===== src/rtl/ap_ddr_pkg.sv =====
// Shared definitions for the AP DDR access arbiter: FSM encoding, client
// indices and default DDR command widths.
package ap_ddr_pkg;

  localparam int DDR_ADDR_WIDTH_DEF  = 28;
  localparam int BURST_LEN_WIDTH_DEF = 10;
  localparam int N_RD_DEF            = 3;

  // Read client indices into the rd_* vectors
  localparam int CL_INSTR = 0;
  localparam int CL_DATA  = 1;
  localparam int CL_JMP   = 2;

  typedef logic [2:0] arb_state_t;

  localparam logic [2:0] ST_IDLE  = 3'd0;
  localparam logic [2:0] ST_GRANT = 3'd1;
  localparam logic [2:0] ST_CMD   = 3'd2;
  localparam logic [2:0] ST_BURST = 3'd3;
  localparam logic [2:0] ST_DONE  = 3'd4;

endpackage


===== src/rtl/ddr_access_arbiter_rr_select.sv =====
// Combinational rotating-priority picker: the first requester at or after
// ptr (wrapping) wins. With ptr tied to 0 it degenerates to fixed priority.
module rr_select #(
  parameter int N     = 3,
  parameter int PTR_W = 2
) (
  input  logic [N-1:0]     req,
  input  logic [PTR_W-1:0] ptr,
  output logic [N-1:0]     grant
);

  logic found_s;

  // Scan offsets from ptr upward, locking onto the first active request
  always_comb begin
    grant   = '0;
    found_s = 1'b0;
    for (int i = 0; i < N; i++) begin
      for (int j = 0; j < N; j++) begin
        grant[j] = grant[j] | (~found_s & req[j] & (j == ((int'(ptr) + i) % N)));
        found_s  = |grant;
      end
    end
  end

endmodule


===== src/rtl/ddr_access_arbiter.sv =====
// Serialises store and read clients onto the single DDR burst interface.
// Build option: ARB_ROUND_ROBIN_EN selects round-robin among read clients
// (default build is fixed priority, lowest index first).
module ddr_access_arbiter
  import ap_ddr_pkg::*;
#(
  parameter int DDR_ADDR_WIDTH  = DDR_ADDR_WIDTH_DEF,
  parameter int BURST_LEN_WIDTH = BURST_LEN_WIDTH_DEF,
  parameter int N_RD            = N_RD_DEF
) (
  input  logic                            clk,
  input  logic                            rst,
  input  logic [N_RD-1:0]                 rd_req,
  input  logic [N_RD*DDR_ADDR_WIDTH-1:0]  rd_addr,
  input  logic [N_RD*BURST_LEN_WIDTH-1:0] rd_len,
  input  logic                            wr_req,
  input  logic [DDR_ADDR_WIDTH-1:0]       wr_addr,
  input  logic [BURST_LEN_WIDTH-1:0]      wr_len,
  output logic [N_RD-1:0]                 rd_grant,
  output logic [N_RD-1:0]                 rd_done,
  output logic [N_RD-1:0]                 rd_valid,
  output logic                            wr_grant,
  output logic                            wr_done,
  output logic                            wr_data_req,
  output logic                            mem_rd_req,
  output logic                            mem_wr_req,
  output logic [DDR_ADDR_WIDTH-1:0]       mem_addr,
  output logic [BURST_LEN_WIDTH-1:0]      mem_len,
  input  logic                            mem_ack,
  input  logic                            mem_rd_valid,
  input  logic                            mem_wr_data_req,
  input  logic                            mem_done
);

  localparam int PTR_W = (N_RD > 1) ? $clog2(N_RD) : 1;

  arb_state_t                 state_r;
  arb_state_t                 state_nxt_s;
  logic [N_RD-1:0]            rd_pick_s;
  logic [PTR_W-1:0]           ptr_s;
  logic [DDR_ADDR_WIDTH-1:0]  pick_addr_s;
  logic [BURST_LEN_WIDTH-1:0] pick_len_s;
  logic                       done_enter_s;

  logic [N_RD-1:0]            rd_sel_r;
  logic                       wr_sel_r;
  logic [DDR_ADDR_WIDTH-1:0]  addr_r;
  logic [BURST_LEN_WIDTH-1:0] len_r;
  logic [N_RD-1:0]            rd_grant_r;
  logic                       wr_grant_r;
  logic [N_RD-1:0]            rd_done_r;
  logic                       wr_done_r;
  logic                       mem_rd_req_r;
  logic                       mem_wr_req_r;
  logic [DDR_ADDR_WIDTH-1:0]  mem_addr_r;
  logic [BURST_LEN_WIDTH-1:0] mem_len_r;

`ifdef ARB_ROUND_ROBIN_EN
  logic [PTR_W-1:0] ptr_r;
  logic [PTR_W-1:0] idx_r;
  logic [PTR_W-1:0] pick_idx_s;

  // Index of the picked read client, kept for the pointer update at DONE
  always_comb begin
    pick_idx_s = '0;
    for (int j = 0; j < N_RD; j++) begin
      pick_idx_s = pick_idx_s | (PTR_W'(j) & {PTR_W{rd_pick_s[j]}});
    end
  end

  assign ptr_s = ptr_r;
`else
  assign ptr_s = '0;
`endif

  rr_select #(
    .N     (N_RD),
    .PTR_W (PTR_W)
  ) u_rr_select (
    .req   (rd_req),
    .ptr   (ptr_s),
    .grant (rd_pick_s)
  );

  // One-hot mux of the picked read client's address and length
  always_comb begin
    pick_addr_s = '0;
    pick_len_s  = '0;
    for (int j = 0; j < N_RD; j++) begin
      pick_addr_s = pick_addr_s | (rd_addr[j*DDR_ADDR_WIDTH +: DDR_ADDR_WIDTH] & {DDR_ADDR_WIDTH{rd_pick_s[j]}});
      pick_len_s  = pick_len_s  | (rd_len[j*BURST_LEN_WIDTH +: BURST_LEN_WIDTH] & {BURST_LEN_WIDTH{rd_pick_s[j]}});
    end
  end

  // Next-state decode; mem_ack / mem_done only matter in their own state
  always_comb begin
    state_nxt_s = ST_IDLE;
    case (state_r)
      ST_IDLE: begin
        if (wr_req || (|rd_req)) state_nxt_s = ST_GRANT;
        else                     state_nxt_s = ST_IDLE;
      end
      ST_GRANT: begin
        if (len_r == '0) state_nxt_s = ST_DONE;
        else             state_nxt_s = ST_CMD;
      end
      ST_CMD: begin
        if (mem_ack) state_nxt_s = ST_BURST;
        else         state_nxt_s = ST_CMD;
      end
      ST_BURST: begin
        if (mem_done) state_nxt_s = ST_DONE;
        else          state_nxt_s = ST_BURST;
      end
      ST_DONE:  state_nxt_s = ST_IDLE;
      default:  state_nxt_s = ST_IDLE;
    endcase
  end

  assign done_enter_s = ((state_r == ST_GRANT) && (len_r == '0)) ||
                        ((state_r == ST_BURST) && mem_done);

  // FSM state, client selection and registered command/handshake outputs
  always_ff @(posedge clk) begin
    if (!rst) begin
      state_r      <= ST_IDLE;
      rd_sel_r     <= '0;
      wr_sel_r     <= 1'b0;
      addr_r       <= '0;
      len_r        <= '0;
      rd_grant_r   <= '0;
      wr_grant_r   <= 1'b0;
      rd_done_r    <= '0;
      wr_done_r    <= 1'b0;
      mem_rd_req_r <= 1'b0;
      mem_wr_req_r <= 1'b0;
      mem_addr_r   <= '0;
      mem_len_r    <= '0;
`ifdef ARB_ROUND_ROBIN_EN
      ptr_r        <= '0;
      idx_r        <= '0;
`endif
    end else begin
      state_r   <= state_nxt_s;
      rd_done_r <= '0;
      wr_done_r <= 1'b0;
      if (done_enter_s) begin
        rd_grant_r <= '0;
        wr_grant_r <= 1'b0;
        rd_done_r  <= rd_sel_r;
        wr_done_r  <= wr_sel_r;
      end
      case (state_r)
        ST_IDLE: begin
          // Store wins over reads so write-back lands before any refill
          if (wr_req) begin
            wr_sel_r   <= 1'b1;
            wr_grant_r <= 1'b1;
            addr_r     <= wr_addr;
            len_r      <= wr_len;
          end else if (|rd_req) begin
            rd_sel_r   <= rd_pick_s;
            rd_grant_r <= rd_pick_s;
            addr_r     <= pick_addr_s;
            len_r      <= pick_len_s;
`ifdef ARB_ROUND_ROBIN_EN
            idx_r      <= pick_idx_s;
`endif
          end
        end
        ST_GRANT: begin
          if (len_r != '0) begin
            mem_rd_req_r <= |rd_sel_r;
            mem_wr_req_r <= wr_sel_r;
            mem_addr_r   <= addr_r;
            mem_len_r    <= len_r;
          end
        end
        ST_CMD: begin
          if (mem_ack) begin
            mem_rd_req_r <= 1'b0;
            mem_wr_req_r <= 1'b0;
          end
        end
        ST_DONE: begin
          rd_sel_r   <= '0;
          wr_sel_r   <= 1'b0;
          mem_addr_r <= '0;
          mem_len_r  <= '0;
`ifdef ARB_ROUND_ROBIN_EN
          if (|rd_sel_r) begin
            if (idx_r == PTR_W'(N_RD - 1)) ptr_r <= '0;
            else                           ptr_r <= idx_r + PTR_W'(1);
          end
`endif
        end
        default: begin
        end
      endcase
    end
  end

  assign rd_grant   = rd_grant_r;
  assign wr_grant   = wr_grant_r;
  assign rd_done    = rd_done_r;
  assign wr_done    = wr_done_r;
  assign mem_rd_req = mem_rd_req_r;
  assign mem_wr_req = mem_wr_req_r;
  assign mem_addr   = mem_addr_r;
  assign mem_len    = mem_len_r;

  // Burst strobes pass straight through to the granted client only
  assign rd_valid    = ((state_r == ST_BURST) && mem_rd_valid) ? rd_grant_r : '0;
  assign wr_data_req = (state_r == ST_BURST) & mem_wr_data_req & wr_grant_r;

endmodule


===== config.mk =====
export PLATFORM = sky130hd
export DESIGN_NAME = ddr_access_arbiter
export DESIGN_NICKNAME = d
export VERILOG_FILES = /design/src/rtl/ap_ddr_pkg.sv /design/src/rtl/ddr_access_arbiter_rr_select.sv /design/src/rtl/ddr_access_arbiter.sv
export SDC_FILE = /design/constraint.sdc
export NUM_CORES = 1
export LEC_CHECK = 0
export BUFFER_PORTS_ARGS = -buffer_cell sky130_fd_sc_hd__buf_2
export CAP_MARGIN = 0
export CORE_MARGIN = 1.5
export CORE_UTILIZATION = 48
export CTS_BUF_LIST = sky130_fd_sc_hd__clkbuf_2
export DETAILED_ROUTE_END_ITERATION = 16
export PLACE_DENSITY_LB_ADDON = 0.25
export SLEW_MARGIN = 20
export SYNTH_ARGS = -nofsm -noshare
export SYNTH_HDL_FRONTEND = slang
export SYNTH_SLANG_ARGS = --single-unit

===== constraint.sdc =====
create_clock -name clk -period 3.4 [get_ports clk]
set_input_delay 0.34 -clock clk [delete_from_list [all_inputs] [get_ports clk]]
set_output_delay 0.34 -clock clk [all_outputs]
set_load 0.01 [all_outputs]

=== Word level (Yosys, flattened, before mapping) ===
Cells that the tools add are included.

* Flip-flop bits (word level): 93
* Bits of input ports: 162
* Output and inout port bits: 52
* Word-level logic and storage cells: 90

* Equal/unequal tests: 9
* Mux-type cells: 31
* Bitwise logic cells: 16
* Reduce and logical (&&, ||, !) cells: 21

{| class="wikitable"
|+ Operator list
! kind !! number
|-
| 28-bit AND || 3
|-
| 28-bit two-way mux || 3
|-
| 28-bit bitwise OR || 2
|-
| 28-bit one-hot mux with 2 select lines || 1
|-
| 10-bit AND || 3
|-
| 10-bit two-way mux || 3
|-
| 3-bit two-way mux || 9
|-
| 10-bit bitwise OR || 2
|-
| 10-bit one-hot mux with 2 select lines || 1
|-
| 3-bit one-hot mux with 4 select lines || 1
|-
| 10-bit logical NOT || 1
|-
| 10-bit nonzero test || 1
|-
| 1-bit two-way mux || 9
|-
| 2-bit != test, second input constant || 4
|-
| 2-bit AND reduction || 4
|-
| 2-bit nonzero test || 4
|-
| 3-bit by 2-bit == test with 1-bit output, second input constant || 2
|-
| 1-bit one-hot mux with 2 select lines || 3
|-
| 3-bit one-hot mux with 2 select lines || 1
|-
| 3-bit AND reduction || 2
|-
| 3-bit OR reduction || 2
|-
| 1-bit AND || 4
|-
| 3-bit by 1-bit == test with 1-bit output, second input constant || 1
|-
| 3-bit == test, second input constant || 1
|-
| 6 further kinds || 10
|}

=== Longest topological paths before layout ===
Gate-level depths: netlist of run 1.

* Depth in word-level cells: 9
* Gate-level depth with buffers: 7
* Gate-level depth less buffers: 4

=== Cells and area by module ===
A second synthesis of run 1 with hierarchy kept.

* Cell total of the unflattened synthesis: 446
* Area total of the unflattened synthesis: 4098.9 um^2

{| class="wikitable"
|+ By module, submodules not included
! module !! times used !! cells each !! area each (um^2) !! sequential area each (um^2)
|-
| ddr_access_arbiter || 1 || 430 || 3976.3 || 1861.8
|-
| rr_select || 1 || 16 || 122.6 || 0.0
|}

=== Worst setup path before layout of run 1 ===
OpenSTA, ideal clock, no wires.

* Kind: register -> register
* Start point: register state_r[1]
* End point: register mem_len_r[3] (netlist: mem_len[3])
* Library setup time: 0.128 ns
* Data arrival time: 1.417 ns
* Required time: 3.272 ns
* Setup slack: 1.855 ns
* Stages on the path, launching flop included: 7
* Path buffers: 2
* Cells stage by stage: dfxtp_1 > buf_6 > or3b_4 > a31o_4 > buf_2 > a22oi_1 > nor2_1

* Longest elaborated chain between the ends: 3
* Elaborated cells on any way between the ends: 6
* Classes of those cells: eq/ne: 3; mux: 1; reduce/logical: 2

{| class="wikitable"
|+ RTL lines
! what !! line !! text
|-
| from (decl) || ddr_access_arbiter.sv:37 || <nowiki>arb_state_t state_r;</nowiki>
|-
| from (signal assigned) || ddr_access_arbiter.sv:144 || <nowiki>state_r <= state_nxt_s;</nowiki>
|-
| 3-bit by 1-bit == test with 1-bit output / 3-bit == test (equally long branches) || ddr_access_arbiter.sv:153 || <nowiki>case (state_r)</nowiki>
|-
| 2-bit by 1-bit != test with 1-bit output (no source line) / 2-bit nonzero test (equally long branches) || - ||
|-
| 2-bit AND reduction (no source line) || - ||
|-
| to (signal assigned) || ddr_access_arbiter.sv:176 || <nowiki>mem_len_r <= len_r;</nowiki>
|-
| to (decl) || ddr_access_arbiter.sv:56 || <nowiki>logic [BURST_LEN_WIDTH-1:0] mem_len_r;</nowiki>
|}

Several ways; a longest one is shown, not always the timed one.
A chain may end at the register's enable or synchronous reset.

=== Worst setup path after layout of run 1 ===
* Start point: register state_r[0]
* End point: register addr_r[0]

* Longest elaborated chain between the ends: 2

{| class="wikitable"
|+ RTL lines
! what !! line !! text
|-
| 3-bit logical NOT || ddr_access_arbiter.sv:153 ||
|-
| 2-bit AND reduction (no source line) || - ||
|-
| to (signal assigned) || ddr_access_arbiter.sv:159 || <nowiki>addr_r <= wr_addr;</nowiki>
|-
| to (signal assigned) || ddr_access_arbiter.sv:164 || <nowiki>addr_r <= pick_addr_s;</nowiki>
|-
| to (decl) || ddr_access_arbiter.sv:47 || <nowiki>logic [DDR_ADDR_WIDTH-1:0] addr_r;</nowiki>
|}

No other way between the ends.

==> flow_summary.yaml, run 1 <==
outcome:
  outcome: "finished with violations"
  violations: "design-rule violations"
floorplan:
  core_area_mm2: 0.00881
  die_h_um: 98.9
  die_x_um: 98.9
  num_rows: 34
  pin_count: 214
  start_util: 0.501
  die-area_mm2: 0.00978
cts:
  ctsHtreeMaxLevel: 3
  clkLatencyLatePin_ns: 0.56
  cts_buffers: 9
  cts_root_buffer: "clkbuf_2"
  cts_setup_buffers: 0
  clock_path_buffers: 2
  path_clk_slew_ns: 0.24
  clock-sinks: 93
  cts_tree: "built"
power_and_ir_drop:
  leakagePower_nw: 2.66
  p_sw_w: 0.00128
  pwr-share-clk: 0.165
  switching_share: 0.388
  powerDensity_mw_per_mm2: 574
  p_int_w: 0.00202
  power.share.sequential: 0.479
  vdd_drop_max_mv: 0.362
  p_comb_frac: 0.356
synth:
  async_flop_share: 0
  synthFlopType: "dfxtp_1"
  synthCells: 518
  ys.warnings.count: 0
  yosysSeqAreaShare: 0.422
  synth_cell_types: 41
  netlist_area_mm2: 0.00441
  synth_top_area_cell: "dfxtp_1"
  synth_edf_count: 0
  synth_top_area_share: 0.422
  ys_ff_latch: 93
  syn_nets: 680
  synthTopCellsByArea: "dfxtp_1 42%, a221o_1 8.6%, nand2_1 7.1%, nand2b_1 5.5%, a31oi_1 5.4%"
  syn_area_per_cell_um2: 8.52
global_routing:
  met1_usage: 0.331
  overflow: 0
  antenna_found_initial: 0
  grt_pass1_vias: 4297
  top_usage_layer: "met2"
  gr-usage-met2: 0.483
  grt_max_degree: 81
  grt_pass1_wl_um: 20900
  grt_use_met3: 0.0518
  grt.total_usage: 0.273
sta:
  report.final.slew_viol_count: 0
  finalClockSkew_ns: 0.0365
  setup_viol: 0
  fmaxAchievable_ghz: 0.459
  setup_tns_ns: 0
  post-route-period-util: 0.640
  slew_headroom: 0.374
  hold_viol: 0
  tightest_slew_ns: 0.937
  min_period_ns: 2.18
  rsz0062_at_grt: "no"
detailed_routing:
  wl_per_cell_um: 16.3
  drcViolationCount: 9
  ant_nets: 0
  drt_iter0_markers: 205
  vias_per_cell: 5.72
  first_pass_iters: 12
  vias: 4757
  wirelength_um: 13500
setup_path:
  crit_required_ns: 3.87
  worstSetupPathType: "reg2reg"
  cp_slowest_cell: "buf_4"
  worst-path-buf-inv: 1
  cp_top_family: "compound AO/OA/AOI/OAI gates"
  r2r_start: "state_r[0]"
  cp-start-kind: "register"
  cp.arrival_ns: 2.65
  crit_path_start: "state_r[0]"
  cp_max_fo: 64
  worstPathCellList: "nor3_2 > a21boi_4 > buf_4 > o21ai_0 > a31oi_1"
  cp_slowest_stage_delay_ns: 0.52
  end_kind: "register"
final_layout:
  drive_gt1_frac: 0.343
  nNetsFinal: 881
  insertedDiodeCount: 0
  final_util: 0.654
  area_delta_synth_final_pct: 30.5
  final_common_cell: "buf_2"
  fill_cells: 779
  most-common-layout-cells: "213 x buf_2, 93 x dfxtp_1, 83 x nand2_1"
min_path:
  hold_start: "wr_addr[18]"
  hp-class: "in2reg"
placed_design:
  detailed_place_hpwl_um: 9530
  io_buffers: 213
  routabilityCongestion: 0.807
job:
  maxCapViolations: 0
-- final timing paths --
path / endpoint / slack (ns) / cells after the start
max: addr_r[0] / 1.22 / 5
min reg2reg: mem_addr[5] / 0.45 / 2
min: addr_r[18] / 0.02 / 3
max reg2reg: addr_r[0] / 1.22 / 5
-- logic make-up (layout without fill, tap and decap cells) --
group | Yosys count | after routing | synth area share
AO/OA/AOI/OAI | 172 | 172 | 0.284
buffers and inverters | 53 | 259 | 0.0567
flip-flops | 93 | 93 | 0.422
AND/OR/NAND/NOR | 200 | 200 | 0.238
-- synth_stat cells (2+ instances only) --
library cell and number:
a22o_1 20, buf_2 14, o21ai_1 3, and3_1 8, dfxtp_1 93, nor2b_1 3
a31oi_1 38, clkbuf_1 31, a21oi_1 22, nor2_1 8, inv_1 3, and2_1 3
a32o_1 2, nand3_1 42, nor3_2 2, o31ai_1 3, buf_6 4, nand2b_1 39
o21ai_0 37, nor4_4 2, nand2_1 83, a221o_1 38, and3b_1 2
-- flip-flops by register name, summed over array words and instances, names as in the netlist --
register / count
addr_r: 28
mem_addr: 28
len_r: 10
mem_len: 10
rd_done: 3
rd_grant: 3
rd_sel_r: 3
state_r: 3
mem_rd_req: 1
mem_wr_req: 1
wr_done: 1
wr_grant: 1
wr_sel_r: 1
-- routing by layer --
layer	wire length [um]	vias up
met1	5540	2234
met3	871	26
met2	6840	193
met5	0	-
met4	295	0
li1	-	2304
-- repair_timing --
item | 4_1_cts | 5_1_grt
hold buffers | 8 | 14
resized for setup | 0 | 0
setup endpoints to repair | 0 | 0
hold endpoints to repair | 8 | 14
-- layout make-up --
class	instances	area (um2)	area share
multi-input cells	372	2320	0.402
flip-flops and latches	93	1860	0.323
repair buffers	240	1320	0.230
well taps	108	135	0.0235
clock inverters	6	62.6	0.0109
clock buffers	10	50.0	0.00869
inverters	3	11.3	0.00195
-- per-stage QoR --
step | instance area (um2) | worst slack, ns | power, W | hold WS [ns] | cells
after floorplan | 4410 | 1.85 | 0.00242 | 0.429 | 518
after global placement | 5430 | 1.31 | 0.00271 | 0.442 | 794
after global routing | 5760 | 0.988 | 0.00353 | 0.00321 | 832
final | 5760 | 1.22 | 0.00330 | 0.0217 | 832
after CTS | 5620 | 1.21 | 0.00330 | 0.000284 | 818
after detailed placement | 5430 | 1.25 | 0.00276 | 0.444 | 794
-- power groups by stage --
stage          sequential [W]  combinational, W  clock (W)
2_1_floorplan         0.00158          0.000834          0
3_3_place_gp          0.00160           0.00112          0
3_5_place_dp          0.00160           0.00116          0
4_1_cts               0.00158           0.00117   0.000551
5_1_grt               0.00163           0.00130   0.000604
6_report              0.00158           0.00118   0.000545
-- worst min-delay path, cell delays in order --
cell,delay (ns)
buf_2,0.10
nand2_1,0.05
a31oi_1,0.07
No activity file was read; power rests on OpenSTA's default activity.
==> run 2, diff against run 1 <==
--- a/config.mk
+++ b/config.mk
@@ -8,7 +8,7 @@
 export BUFFER_PORTS_ARGS = -buffer_cell sky130_fd_sc_hd__buf_2
 export CAP_MARGIN = 0
 export CORE_MARGIN = 1.5
-export CORE_UTILIZATION = 48
+export CORE_UTILIZATION = 43
 export CTS_BUF_LIST = sky130_fd_sc_hd__clkbuf_2
 export DETAILED_ROUTE_END_ITERATION = 16
 export PLACE_DENSITY_LB_ADDON = 0.25
==> constraint.sdc (replaced) <==
create_clock -name clk -period 1.75 [get_ports clk]
set_input_delay 0.175 -clock clk [delete_from_list [all_inputs] [get_ports clk]]
set_output_delay 0.175 -clock clk [all_outputs]
set_load 0.01 [all_outputs]
==> run 2 against run 1 <==
The run now ends clean. First-iteration DRC count rose by 33%. Via count grew 10%. Fmax is 25% higher. Setup slack lost 1.2 ns. Combinational power grew to 2.7 times the previous value. Highest routed layer unchanged. Worst hold slack better by 0.0070 ns. Largest power group is now combinational logic.
==> flow_summary.yaml, run 2 (synthesis gave the netlist of run 1 again) <==
global_routing:
  grt_pass1_vias: 5128
  overflow: 0
  antenna_found_initial: 1
  grt_max_degree: 81
  grt_pass1_wl_um: 24800
  grt.total_usage: 0.285
setup_path:
  cp.arrival_ns: 2.20
  r2r_setup_slack_ns: 0.005
  worstSetupPathType: "reg2reg"
  end_kind: "register"
  crit_required_ns: 2.20
  cp_max_fo: 6
  cp-start-kind: "register"
sta:
  slew_headroom: 0.351
  fmaxAchievable_ghz: 0.573
  hold_viol: 0
  setup_viol: 0
  min_period_ns: 1.74
  report.final.slew_viol_count: 0
  setup_tns_ns: 0
  post-route-period-util: 0.997
  rsz0062_at_grt: "yes"
  finalClockSkew_ns: 0.0300
  tightest_slew_ns: 0.972
floorplan:
  pin_count: 214
  die_x_um: 104
  start_util: 0.447
  core_area_mm2: 0.00986
  die_h_um: 104
  num_rows: 36
  die-area_mm2: 0.0109
placed_design:
  place_area_mm2: 0.00560
  routabilityCongestion: 0.846
  io_buffers: 213
  detailed_place_hpwl_um: 10200
final_layout:
  final_area_mm2: 0.00661
  most-common-layout-cells: "212 x buf_2, 90 x dfxtp_1, 83 x nand2_1"
  final_common_cell: "buf_2"
  drive_gt1_frac: 0.353
  area_delta_synth_final_pct: 49.7
  nNetsFinal: 955
outcome:
  outcome: "complete, no violations"
detailed_routing:
  wl_per_cell_um: 17.4
  vias_per_cell: 5.64
  ant_nets: 0
  first_pass_iters: 5
  drt_iter0_markers: 272
  drcViolationCount: 0
  wirelength_um: 16200
  vias: 5252
power_and_ir_drop:
  leakagePower_nw: 3.02
  vdd_drop_max_mv: 0.607
  powerDensity_mw_per_mm2: 1120
cts:
  path_clk_slew_ns: 0.24
  clock_path_buffers: 2
  clkLatencyLatePin_ns: 0.54
  cts_root_buffer: "clkbuf_2"
  clock-sinks: 93
  cts_buffers: 9
  cts_tree: "built"
  ctsHtreeMaxLevel: 3
job:
  maxCapViolations: 0
min_path:
  hp-class: "in2reg"
==> run 2: final timing paths <==
kind / from / endpoint / cells after the start
worst max-delay path: state_r[1] / mem_len[5] / 7
worst min register to register: addr_r[1] / mem_addr[1] / 2
worst max register to register: state_r[1] / mem_len[5] / 7
worst min-delay path: rd_addr[9] / addr_r[9] / 4
==> run 2: area by class of cell <==
type	count	area (um2)
tap	133	166
timing repair buffer	313	2090
clock inverter	6	71.3
sequential	93	1870
fill	811	3260
multi-input combinational	373	2340
antenna	1	2.50
clock buffer	10	50.0
inverter	3	11.3
==> run 2: timing repair <==
item                                    4_1_cts  5_1_grt
endpoints found under the setup margin        4       43
endpoints found under the hold margin        41        2
hold buffers                                 66        2
gates cloned                                  0        3
setup buffers                                 3       10
pin swaps                                     5        6
gates resized for setup                      10        6
==> run 2: critical path, cell delays in order (launching register included) <==
cell	delay, ns
dfxtp_4	0.40
buf_4	0.15
or3b_4	0.42
a31o_4	0.28
buf_4	0.17
buf_4	0.13
nand2_1	0.06
a21oi_1	0.06
==> run 2: per-layer routing <==
metal	track usage	share of wire
met5	0	0
met4	0.148	0.037
met3	0.0482	0.068
met2	0.516	0.51
met1	0.318	0.39
==> run 2: through the flow <==
step / hold WS, ns / worst slack, ns / utilization / std cells / power [W]
after CTS: 0.00114 / -0.00621 / 0.652 / 916 / 0.00694
after global routing: -0.00315 / -0.0529 / 0.670 / 932 / 0.00784
final: 0.0287 / 0.00545 / 0.670 / 932 / 0.00739
after floorplan: 0.328 / 0.205 / - / 518 / 0.00469
after detailed placement: 0.447 / 0.0480 / 0.568 / 831 / 0.00566
after global placement: 0.438 / 0.0601 / 0.568 / 831 / 0.00559
==> run 2: report_power, final <==
part	total, W	leakage [nW]	switching (W)	internal (W)
clock	0.00109	0.0692	0.000744	0.000348
combinational	0.00323	2.19	0.00168	0.00155
sequential	0.00306	0.765	0.000377	0.00268
total	0.00739	3.02	0.00280	0.00458
==> run 3, diff against run 2 <==
--- a/config.mk
+++ b/config.mk
@@ -12,6 +12,7 @@
 export CTS_BUF_LIST = sky130_fd_sc_hd__clkbuf_2
 export DETAILED_ROUTE_END_ITERATION = 16
 export PLACE_DENSITY_LB_ADDON = 0.25
+export SETUP_SLACK_MARGIN = 0.1
 export SLEW_MARGIN = 20
 export SYNTH_ARGS = -nofsm -noshare
 export SYNTH_HDL_FRONTEND = slang
==> run 3 against run 2 <==
Clock power is essentially flat. Die area unchanged. Critical path depth decreased by 1. Worst hold slack better by 0.022 ns. Critical endpoint is now mem_addr[14].
==> flow_summary.yaml, run 3 (synthesis gave the netlist of run 1 again) <==
setup_path:
  r2r-end: "mem_addr[14]"
  worst-path-buf-inv: 2
  cp_slowest_cell: "or3b_4"
  r2r_setup_slack_ns: 0.02
  worstSetupPathType: "reg2reg"
  cp.arrival_ns: 2.19
  end_kind: "register"
  worstRegToRegCells: 6
  cp_slowest_stage_delay_ns: 0.42
  cp_max_fo: 9
  cp_top_family: "simple AND/OR/NAND/NOR gates"
  r2r_start: "state_r[1]"
  worstPathCellList: "buf_4 > or3b_4 > a31o_4 > nor2_8 > buf_12 > a22o_1"
  crit_required_ns: 2.21
  cp-start-kind: "register"
power_and_ir_drop:
  power.share.sequential: 0.381
  p_comb_frac: 0.484
  leakagePower_nw: 3.14
  p_int_w: 0.00508
  vdd_drop_max_mv: 0.605
  switching_share: 0.371
  pwr-share-clk: 0.135
  powerDensity_mw_per_mm2: 1180
  p_sw_w: 0.00299
min_path:
  hold_start: "rd_addr[1]"
  hp-class: "in2reg"
  min_path_cells: 4
  hold_end: "addr_r[1]"
sta:
  fmaxAchievable_ghz: 0.579
  setup_viol: 0
  finalClockSkew_ns: 0.0318
  hold_viol: 0
  slew_headroom: 0.345
  post-route-period-util: 0.987
  setup_tns_ns: 0
  tightest_slew_ns: 0.981
  min_period_ns: 1.73
  report.final.slew_viol_count: 0
  rsz0062_at_grt: "yes"
final_layout:
  final_area_mm2: 0.00686
  multi_input_area_mm2: 0.00234
  most-common-layout-cells: "212 x buf_2, 87 x dfxtp_1, 83 x nand2_1"
  area_delta_synth_final_pct: 55.3
  final_common_cell: "buf_2"
  nNetsFinal: 967
  drive_gt1_frac: 0.369
  fill_cells: 782
  fin_cells: 945
  ff_latch_area_mm2: 0.00188
floorplan:
  core_area_mm2: 0.00986
  die_x_um: 104
  die_h_um: 104
  num_rows: 36
  start_util: 0.447
  pin_count: 214
  die-area_mm2: 0.0109
global_routing:
  grt_max_degree: 81
  grt.total_usage: 0.292
  grt_pass1_vias: 5243
  grt_pass1_wl_um: 25500
  overflow: 0
  antenna_found_initial: 1
job:
  maxCapViolations: 0
detailed_routing:
  drt_iter0_markers: 273
  drcViolationCount: 0
  wl_per_cell_um: 17.9
  first_pass_iters: 6
  vias_per_cell: 5.68
  ant_nets: 0
  vias: 5371
  wirelength_um: 16900
cts:
  clkLatencyLatePin_ns: 0.52
  path_clk_slew_ns: 0.25
  cts_root_buffer: "clkbuf_2"
  ctsHtreeMaxLevel: 3
  cts_buffers: 9
  clock-sinks: 93
  cts_tree: "built"
  clock_path_buffers: 2
placed_design:
  place_area_mm2: 0.00560
  dpl.cell_count: 831
  detailed_place_hpwl_um: 10200
  io_buffers: 213
  routabilityCongestion: 0.846
outcome:
  outcome: "complete, no violations"
run 3: worst max path at each step:
stage	start	to	slack [ns]	depth (start not counted)
final	state_r[1]	mem_addr[14]	0.02	6
after global routing	state_r[1]	rd_valid[0]	-0.03	4
after CTS	state_r[1]	rd_valid[0]	-0.006	4
after detailed placement	len_r[6]	mem_addr[1]	0.05	5
after global placement	rd_req[2]	len_r[0]	0.06	5
after floorplan	state_r[1]	mem_len[3]	0.20	6
run 3: timing repair:
item,in CTS,in global routing
resized for setup,14,22
setup buffers,11,9
pin swaps,9,4
hold buffers,66,2
endpoints found under the setup margin,41,60
endpoints found under the hold margin,40,2
cloned,1,7
run 3: area by class of cell:
cell class,instances,share of cell area
tap,133,0.0243
sequential,93,0.275
antenna,2,0.000730
timing repair buffer,326,0.339
clock inverter,6,0.0104
multi-input combinational,372,0.342
clock buffer,10,0.00730
inverter,3,0.00164
run 3: power groups by stage:
| stage | Sequential, W | Clock [W] | Combinational [W] |
|---|---|---|---|
| after global routing | 0.00314 | 0.00120 | 0.00418 |
| after detailed placement | 0.00310 | 0 | 0.00256 |
| after CTS | 0.00305 | 0.00112 | 0.00309 |
| after floorplan | 0.00307 | 0 | 0.00162 |
| after global placement | 0.00308 | 0 | 0.00250 |
| final | 0.00307 | 0.00109 | 0.00391 |
run 3: layer usage:
layer,share of wire,vias up,global-route usage
li1,-,2487,-
met1,0.39,2522,0.328
met2,0.51,305,0.531
met3,0.068,57,0.0489
met4,0.038,0,0.142
met5,0,-,0
run 3: metrics by stage:
stage	power [W]	util	hold slack [ns]	setup slack [ns]
finish	0.00807	0.695	0.0503	0.0222
global route	0.00852	0.695	0.0140	-0.0290
CTS	0.00726	0.664	0.00114	-0.00621
detailed placement	0.00566	0.568	0.447	0.0480
global placement	0.00559	0.568	0.438	0.0601
floorplan	0.00469	-	0.328	0.205
run 3: worst register-to-register path, delay by kind of cell, from the launching register on:
kind            cells  cell delay (ns)
simple gates        2             0.58
flops               1             0.40
compound gates      2             0.40
buf+inv             2             0.30
